**src/rtl/multdiv_sequencer.sv**
```systemverilog
// Control FSM for the iterative multiply/divide datapath: load, step ITERS times, report.
// Optional macro EARLY_TERM_EN: multiply may finish early when step_done is raised in RUN.
module multdiv_sequencer #(
    parameter int ITERS = 32,
    parameter int CNT_W = 6
) (
    input  logic             clk,
    input  logic             rst,
    input  logic             ctrl_MULT,
    input  logic             ctrl_DIV,
    input  logic             divisor_zero,
    input  logic             step_done,
    output logic             op_load,
    output logic             op_step,
    output logic             op_is_div,
    output logic             busy,
    output logic             stall,
    output logic             data_resultRDY,
    output logic             data_exception,
    output logic [CNT_W-1:0] iter_count
);

    // state | meaning
    // IDLE  | waiting for a start pulse
    // LOAD  | operand registers load (1 cycle)
    // RUN   | one datapath iteration per cycle
    // DONE  | result ready pulse, exception qualified here (1 cycle)
    typedef enum logic [1:0] {
        S_IDLE,
        S_LOAD,
        S_RUN,
        S_DONE
    } state_t;

    localparam logic [CNT_W-1:0] LAST_ITER = CNT_W'(ITERS - 1);

    state_t           state_q, state_d;
    logic [CNT_W-1:0] iter_d;
    logic             is_div_d;
    logic             exc_q, exc_d;
    logic             start_evt, conflict_evt, early_term;

    assign start_evt    = ctrl_MULT ^ ctrl_DIV;
    assign conflict_evt = ctrl_MULT & ctrl_DIV;

`ifdef EARLY_TERM_EN
    assign early_term = step_done & ~op_is_div;
`else
    logic unused_step_done;
    assign unused_step_done = step_done;
    assign early_term       = 1'b0;
`endif

    always_ff @(posedge clk or negedge rst) begin
        if (!rst) begin
            state_q    <= S_IDLE;
            iter_count <= '0;
            op_is_div  <= 1'b0;
            exc_q      <= 1'b0;
        end else begin
            state_q    <= state_d;
            iter_count <= iter_d;
            op_is_div  <= is_div_d;
            exc_q      <= exc_d;
        end
    end

    // Start pulses pre-empt whatever is in flight, including the DONE cycle.
    always_comb begin
        state_d  = state_q;
        iter_d   = iter_count;
        is_div_d = op_is_div;
        exc_d    = exc_q;
        if (conflict_evt) begin
            state_d = S_DONE;
            exc_d   = 1'b1;
        end else if (start_evt) begin
            state_d  = S_LOAD;
            is_div_d = ctrl_DIV;
            iter_d   = '0;
            exc_d    = 1'b0;
        end else begin
            case (state_q)
                S_IDLE: state_d = S_IDLE;
                S_LOAD: begin
                    if (op_is_div && divisor_zero) begin
                        state_d = S_DONE;
                        exc_d   = 1'b1;
                    end else begin
                        state_d = S_RUN;
                    end
                end
                S_RUN: begin
                    if (early_term || iter_count == LAST_ITER) begin
                        state_d = S_DONE;
                    end else begin
                        iter_d = iter_count + 1'b1;
                    end
                end
                S_DONE:  state_d = S_IDLE;
                default: state_d = S_IDLE;
            endcase
        end
    end

    assign op_load        = (state_q == S_LOAD);
    assign op_step        = (state_q == S_RUN);
    assign busy           = op_load | op_step;
    assign stall          = busy;
    assign data_resultRDY = (state_q == S_DONE);
    assign data_exception = data_resultRDY & exc_q;

endmodule

```
**config.mk**
```make
export PLATFORM = sky130hd
export DESIGN_NAME = multdiv_sequencer
export DESIGN_NICKNAME = d
export VERILOG_FILES = /design/src/rtl/multdiv_sequencer.sv
export SDC_FILE = /design/constraint.sdc
export NUM_CORES = 1
export LEC_CHECK = 0
export CORE_UTILIZATION = 53
export CTS_BUF_LIST = sky130_fd_sc_hd__clkbuf_4 sky130_fd_sc_hd__clkbuf_8
export CTS_CLUSTER_SIZE = 14
export DETAILED_ROUTE_END_ITERATION = 7
export HOLD_SLACK_MARGIN = 0.02
export MAX_ROUTING_LAYER = met4
export PLACE_DENSITY = 0.84
export REMOVE_ABC_BUFFERS = 1
export SYNTH_ARGS = -nofsm -noshare
export SYNTH_HDL_FRONTEND = slang
export SYNTH_SLANG_ARGS = --single-unit
```
**constraint.sdc**
```tcl
create_clock -name clk -period 2.3 [get_ports clk]
set_input_delay 0.23 -clock clk [delete_from_list [all_inputs] [get_ports clk]]
set_output_delay 0.23 -clock clk [all_outputs]
set_load 0.02 [all_outputs]
```
; After elaboration in Yosys (flattened, before gate mapping)
; Cells that the tools add are included.
; Widths: inputs -> output; s select.
[word_totals]
reg_bits = 10
inputBits = 6
out_inout_bits = 13
word_cells = 37
[classes]
n_addsub = 1
eq_ne = 6
mux = 12
bitwise_logic = 5
reduce_logical = 9
[op_table]
columns = op, n
row1 = $mux 6, 3
row2 = $add 6x1->6 const B, 1
row3 = $eq 6x5->1 const B, 1
row4 = $mux 2, 3
row5 = $pmux 2 s3, 1
row6 = $reduce_bool 3->1, 2
row7 = $mux 1, 5
row8 = $eq 2x2->1 const B, 2
row9 = $ne 4x1->1 const B, 1
row10 = $reduce_and 2->1, 2
row11 = $reduce_and 3->1, 1
row12 = $and 1x1->1, 2
row13 = $eq 2x1->1 const B, 1
row14 = $logic_not 2->1, 1
row15 = $ne 2x2->1 const B, 1
row16 = $reduce_bool 2->1, 1
row17 = $reduce_or 2->1, 1
row18 = $logic_and 1x1->1, 1
row19 = $not 1->1, 1
row20 = $or 1x1->1, 1
row21 = $xor 1x1->1, 1

; Depth between registers and ports, before layout
; Gate-level depths: netlist of the first run.
[logic_depth]
depth_word = 5
mapped_depth = 6
mapped_depth_nobuf = 5

; Worst setup path after synthesis of the first run
; No wires, ideal clock.
[synth_timing]
kind = flip-flop to flip-flop
from = reg state_q[0]
to = reg iter_count[5]
setup_ps = 126
arrival_ps = 1500
required_ps = 2174
path_slack_ps = 674
path_stages_with_launch = 7
path_buffers = 1
period_less_slack_ps = 1626
cell_sequence = dfrtp_1 inv_1 ha_1 buf_2 nand3_1 o211a_1 a221o_1
[synth_via]
elab_chain_cells = 3
[synth_rtl]
columns = element, line_no
row1 = from (decl), 37  ; state_t state_q, state_d;
row2 = from (signal assigned), 61  ; state_q <= state_d;
row3 = $eq 2x2->1, -
row4 = net op_step, 14  ; output logic op_step,
row5 = $reduce_bool 2->1 (no line), -
row6 = $reduce_and 3->1 (no line), -
row7 = to (signal assigned), 62  ; iter_count <= iter_d;
row8 = to (decl), 20  ; output logic [CNT_W-1:0] iter_count
; The timed path passes the listed nets, and every way through them passes these cells.
; A chain may end at the register's enable or synchronous reset.

; Worst setup path in the final report of the first run
[layout_timing]
from = reg state_q[0]
to = out op_step
[layout_via]
elab_chain_cells = 1
[layout_rtl]
columns = element, line_no
row1 = $eq 2x2->1, 107  ; assign op_step = (state_q == S_RUN);
row2 = to (decl), 14
; Every way passes these cells.

==> run_results.csv, run 1 <==
group,metric,value,unit
sta,min_period_over_period,90.0,%
run,cap_violations,0,
detailed_routing,detail-route-antenna-nets,0,
sta,max_clock_freq,483,MHz
floorplanning,core.rowCount,12,
critical_path,start_kind,"register",
sta,finalSetupTns,0,ns
global_routing,antenna_found_initial,0,
sta,post-route-min-period,2.07,ns
global_routing,grt_max_degree,13,
floorplanning,start_util,60.9,%
clock_network,clock_sinks,10,
floorplanning,die_y,38.7,µm
floorplanning,chipWidth,38.7,µm
floorplanning,core_area,1170,µm²
sta,finalHoldViolCount,0,
clock_network,cts-root-buf,"clkbuf_4",
sta,fin_skew,0.000890,ns
outcome,outcome,"completed",
clock_network,holdBufCountCts,0,
detailed_routing,drt-initial-drc-count,17,
global_routing,globalRouteOverflowTotal,0,
clock_network,post_cts_buffers,0,
synthesis,synthesis.instances,74,
sta,whs,0.273,ns
detailed_routing,vias_per_cell,6.22,
clock_network,ctsResizeCount,0,
sta,drv_slew,0,
detailed_routing,drt-total-wl,1530,µm
global_routing,grt_pass1_vias,603,
global_routing,gr-usage-all-layers,24.7,%
place,placed_cells,100,
clock_network,cts.clk_slew.worst_paths,0.07,ns
power,powerDensity,718,nW/µm²
power,irDropWorstVdd,0.527,mV
clock_network,cts-buffers-inserted,3,
power,power_leakage,0.377,nW
layout,nets,104,
sta,finalSetupViolCount,0,
detailed_routing,drt-pass1-iter-count,5,
critical_path,end_kind,"primary output",
layout,instances_no_fill,103,
place,port_buffers,17,
sta,rsz0062_at_grt,"no",
floorplanning,die-area,1500,µm²
synthesis,synth_seq_cells,10,
detailed_routing,drc_errors,0,
critical_path,cp_max_fo,12,
synthesis,netlist_area,713,µm²
place,dp_hpwl,1160,µm
hold_path,min_path_type,"primary input to async pin",
sta,worstMarginPinSlew,0.452,ns
synthesis,yosysWarnings,0,
global_routing,grt_pass1_wl,2490,µm
clock_network,htree_levels,1,
place,globalplace.congestion,0.785,
critical_path,worst_ep_arrival_time,1.84,ns
detailed_routing,num_vias,641,
floorplanning,io_pins,19,
sta,slew-limit-headroom,69.8,%
clock_network,insertion_delay,0.27,ns
synthesis,synth_cell_types,30,
layout,drive_gt1_share,6.74,%
place,preCtsSetupSlack,0.364,ns
layout,area_delta_synth_final,24.7,%
synthesis,avgSynthCellArea,9.64,µm²
sta,setup_slack,0.230,ns
clock_network,cts_tree,"yes",
clock_network,max-clock-path-buffers,2,
synthesis,synth-seq-area-share,35.1,%
layout,diodes,0,
critical_path,critPathKind,"register to primary output",
critical_path,worstPathRequired,2.07,ns
detailed_routing,routedWlPerCell,14.9,µm
## registers in the layout, summed over array words and instances (netlist names)
name / cells
state_q: 2
op_is_div: 1
iter_count: 6
exc_q: 1
## metal layers
metal / part of all wire [%] / vias to the layer above / track usage [%]
li1: - / 307 / -
met1: 44 / 313 / 29.2
met2: 50 / 19 / 40.4
met3: 5.1 / 2 / 6.36
met4: 0.98 / 0 / 8.62
met5: 0 / - / -
## final timing paths
kind / from / end / slack (ns) / depth (start not counted)
hold / removal: rst / state_q[1]$_DFFE_PN0P_ / 0.27 / 1
min in group clk: exc_q$_DFFE_PN0P_ / exc_q$_DFFE_PN0P_ / 0.55 / 1
setup reg to reg: state_q[0]$_DFFE_PN0P_ / iter_count[5]$_DFFE_PN0P_ / 0.63 / 5
setup / recovery: state_q[0]$_DFFE_PN0P_ / op_step / 0.23 / 3
max in group asynchronous: rst / iter_count[4]$_DFFE_PN0P_ / 1.72 / 1
hold reg to reg: exc_q$_DFFE_PN0P_ / exc_q$_DFFE_PN0P_ / 0.55 / 1
## cell families (layout without fill, tap and decap cells)
group | count (synthesis) | in the layout | share of synthesized area, %
fa+ha+maj | 7 | 7 | 12.3
buf+inv | 15 | 30 | 10.0
flops | 10 | 10 | 35.1
compound gates | 23 | 23 | 25.6
mux | 1 | 1 | 1.58
simple gates | 18 | 18 | 15.4
## report_power, final
part / internal (mW) / switching [mW]
clock network: 0.0606 / 0.0626
registers: 0.199 / 0.0294
logic: 0.136 / 0.151
total: 0.396 / 0.243
## synthesized netlist by cell type (all sizes together)
master,count,area [µm²]
a21oi,3,15.0
a221o,1,10.0
a2bb2oi,1,8.76
a31o,1,8.76
a31oi,2,12.5
and2,1,6.26
and4,2,18.8
buf,5,33.8
dfrtp,10,250
ha,7,87.6
inv,10,37.5
mux2,1,11.3
nand2,6,22.5
nand2b,1,6.26
nand3,2,22.5
nor2,2,7.51
nor2b,1,6.26
nor3,1,5.00
nor3b,2,15.0
o2111a,1,11.3
o2111ai,3,26.3
o211a,1,10.0
o211ai,3,22.5
o21a,2,15.0
o311ai,4,35.0
o31ai,1,7.51
## through the flow
stage / instance area [µm²] / power [mW] / utilization (%)
final: 890 / 0.639 / 76.0
after global routing: 890 / 0.677 / 76.0
after CTS: 890 / 0.645 / 76.0
after detailed placement: 867 / 0.519 / 74.0
after global placement: 867 / 0.511 / 74.0
after floorplan: 679 / 0.393 / -
## final cells by class
type / instances / area [µm²]
Clock buffer: 3 / 22.5
Fill cell: 86 / 282
Inverter: 10 / 37.5
Multi-Input combinational cell: 49 / 392
Sequential cell: 10 / 250
Tap cell: 14 / 17.5
Timing Repair Buffer: 17 / 170
## critical path, cell delays in order (launching register included)
cell	delay, ns
dfrtp_1	0.44
inv_1	0.08
ha_1	0.37
clkdlybuf4s50_1	0.67
## placed cells by master, fill, tap and decap left out, drive strengths merged
master | Yosys | layout
nand2b | 1 | 1
a31oi | 2 | 2
o211a | 1 | 1
mux2 | 1 | 1
a21oi | 3 | 3
o2111a | 1 | 1
clkdlybuf4s50 | 0 | 17
nor3 | 1 | 1
nand3 | 2 | 2
nand2 | 6 | 6
o21a | 2 | 2
and2 | 1 | 1
nor3b | 2 | 2
and4 | 2 | 2
inv | 10 | 10
a221o | 1 | 1
nor2 | 2 | 2
ha | 7 | 7
a2bb2oi | 1 | 1
o31ai | 1 | 1
a31o | 1 | 1
o311ai | 4 | 4
o2111ai | 3 | 3
nor2b | 1 | 1
clkbuf | 0 | 3
o211ai | 3 | 3
dfrtp | 10 | 10
Power figures use the tool's default switching activity.
==> run 2, diff against run 1 <==
- CORE_MARGIN: not set -> 1
- MAX_ROUTING_LAYER: met4 -> not set
==> results of run 2 <==
Final layout, timing and power as in run 1 (identical DEF).
Main changes from that run: final weighted congestion in routability-driven placement 0.785 -> 0.775; overall routing resource usage 24.7% -> 24.1%
==> run 3, diff against run 2 <==
- CORE_ASPECT_RATIO: not set -> 0.75
- CORE_UTILIZATION: 53 -> 40
- PLACE_DENSITY: 0.84 -> 0.66
==> run 3 against run 2 <==
Register-to-register slack worse by 0.02 ns. Global-route usage is 6.0 points lower. Final cell count is 6.8% higher. Power is 0.51% lower. Count of clock-buffer cells in the layout stayed put. Core utilization is 19 points lower. Critical path type unchanged. Largest cell class unchanged. Largest power group unchanged.
==> run_results.csv, run 3 (same netlist as run 1, synthesis figures left out) <==
group,metric,value,unit
outcome,outcome,"completed",
critical_path,worst-path-stages,3,
floorplanning,die_y,38.6,µm
floorplanning,chipWidth,50.8,µm
floorplanning,start_util,45.2,%
clock_network,clock_sinks,10,
critical_path,worst_path_max_delay_cell,"clkdlybuf4s50_1",
place,placed_cells,107,
power,power_leakage,0.377,nW
detailed_routing,detail-route-antenna-nets,0,
place,port_buffers,17,
clock_network,post_cts_buffers,0,
critical_path,worstPathRequired,2.07,ns
floorplanning,die-area,1960,µm²
detailed_routing,drt-pass1-iter-count,4,
global_routing,grt_pass1_vias,543,
power,clkPwrFrac,19.2,%
detailed_routing,drc_errors,0,
layout,layout_commonest_cell,"clkdlybuf4s50_1",
critical_path,reg2reg_slack,0.61,ns
critical_path,r2r_start,"state_q[0]$_DFFE_PN0P_",
clock_network,htree_levels,1,
clock_network,cts.clk_slew.worst_paths,0.06,ns
sta,rsz0062_at_grt,"no",
layout,top_register,"iter_count",
place,dp_hpwl,1060,µm
layout,instances_no_fill,110,
clock_network,insertion_delay,0.27,ns
sta,finalHoldViolCount,0,
floorplanning,io_pins,19,
critical_path,cp_max_fo,12,
layout,diodes,0,
detailed_routing,vias_per_cell,5.66,
sta,min_period_over_period,90.9,%
critical_path,crit_path_cell_trace,"inv_1, ha_1, clkdlybuf4s50_1",
global_routing,antenna_found_initial,0,
clock_network,holdBufCountCts,0,
floorplanning,core_area,1580,µm²
sta,fin_skew,0.000999,ns
clock_network,cts-buffers-inserted,3,
layout,largest_reg_flops,6,
sta,finalSetupTns,0,ns
clock_network,ctsResizeCount,0,
critical_path,end_kind,"primary output",
power,p_switching,0.240,mW
layout,nets,104,
sta,slew-limit-headroom,68.7,%
critical_path,reg2regPathDepth,5,
hold_path,min_path_type,"primary input to async pin",
sta,post-route-min-period,2.09,ns
sta,finalSetupViolCount,0,
clock_network,cts-root-buf,"clkbuf_4",
sta,drv_slew,0,
power,p_comb_share,44.9,%
power,seqPwrFrac,35.9,%
layout,final_cell_mix,"clkdlybuf4s50_1, inv_1, dfrtp_1, ha_1, nand2_1",
critical_path,r2r-end,"iter_count[5]$_DFFE_PN0P_",
detailed_routing,drt-total-wl,1550,µm
power,switching_share,37.7,%
power,irDropWorstVdd,0.477,mV
global_routing,gr-usage-all-layers,18.1,%
run,cap_violations,0,
power,p_int,0.396,mW
power,powerDensity,707,nW/µm²
global_routing,grt_max_degree,13,
clock_network,max-clock-path-buffers,2,
critical_path,cpPeakStageDelay,0.68,ns
clock_network,cts_tree,"yes",
sta,max_clock_freq,478,MHz
detailed_routing,routedWlPerCell,14.1,µm
floorplanning,core.rowCount,12,
global_routing,grt_pass1_wl,2470,µm
detailed_routing,drt-initial-drc-count,10,
layout,final.fill_count,143,
critical_path,crit_family,"buffers and inverters",
critical_path,path_buf_inv,2,
layout,area_delta_synth_final,26.0,%
place,globalplace.congestion,0.759,
critical_path,start_kind,"register",
detailed_routing,num_vias,623,
sta,worstMarginPinSlew,0.468,ns
layout,drive_gt1_share,6.74,%
global_routing,globalRouteOverflowTotal,0,
critical_path,critPathKind,"register to primary output",
critical_path,worst_ep_arrival_time,1.86,ns
layout,reg_top3,"iter_count: 6 flops, state_q: 2 flops",
-- run 3: cell counts in the layout (fill, tap and decap cells not counted) --
No cell type changed its count.
-- run 3: through the flow --
stage	setup slack, ns	util, %	power [mW]	instance area [µm²]	hold slack (ns)
after global placement	0.377	55.6	0.513	876	0.533
final	0.210	57.0	0.635	898	0.283
after global routing	0.120	57.0	0.674	898	0.317
after floorplan	0.692	-	0.393	679	-0.0656
after CTS	0.212	57.0	0.639	898	0.299
after detailed placement	0.353	55.6	0.515	876	0.554
-- run 3: worst max path at each step --
| stage | slack (ns) | end | startpoint |
|---|---|---|---|
| after floorplan | 0.69 | iter_count[5]$_DFFE_PN0P_ | state_q[0]$_DFFE_PN0P_ |
| after global placement | 0.38 | iter_count[5]$_DFFE_PN0P_ | ctrl_DIV |
| after detailed placement | 0.35 | iter_count[5]$_DFFE_PN0P_ | ctrl_DIV |
| after CTS | 0.21 | op_step | state_q[0]$_DFFE_PN0P_ |
| after global routing | 0.12 | op_step | state_q[0]$_DFFE_PN0P_ |
| final | 0.21 | op_step | state_q[0]$_DFFE_PN0P_ |
-- run 3: routing by layer --
layer,vias to the layer above,part of all wire [%],track usage (%)
met5,-,0,0
met4,0,0.90,6.94
met3,4,8.5,8.24
met2,32,40,24.7
met1,282,51,24.5
li1,305,-,-
-- run 3: cell type report --
type                            instances  area (µm²)  share of cell area (%)
Sequential cell                        10         250                    27.9
Tap cell                               21        26.3                    2.92
Timing Repair Buffer                   17         170                    18.9
Clock buffer                            3        22.5                    2.51
Multi-Input combinational cell         49         392                    43.6
Inverter                               10        37.5                    4.18
-- run 3: worst reg2reg max path, delay by kind of cell (launching register included) --
family | cells | cell delay [ns]
simple gates | 1 | 0.17
fa+ha+maj | 1 | 0.39
flops | 1 | 0.44
buf+inv | 1 | 0.08
compound gates | 2 | 0.50
-- run 3: power by group through the flow --
| stage | clock network, mW | registers [mW] | logic [mW] |
|---|---|---|---|
| finish | 0.122 | 0.228 | 0.285 |
| detailed placement | 0 | 0.231 | 0.284 |
| global placement | 0 | 0.230 | 0.283 |
| global route | 0.133 | 0.233 | 0.308 |
| CTS | 0.125 | 0.228 | 0.286 |
| floorplan | 0 | 0.235 | 0.157 |
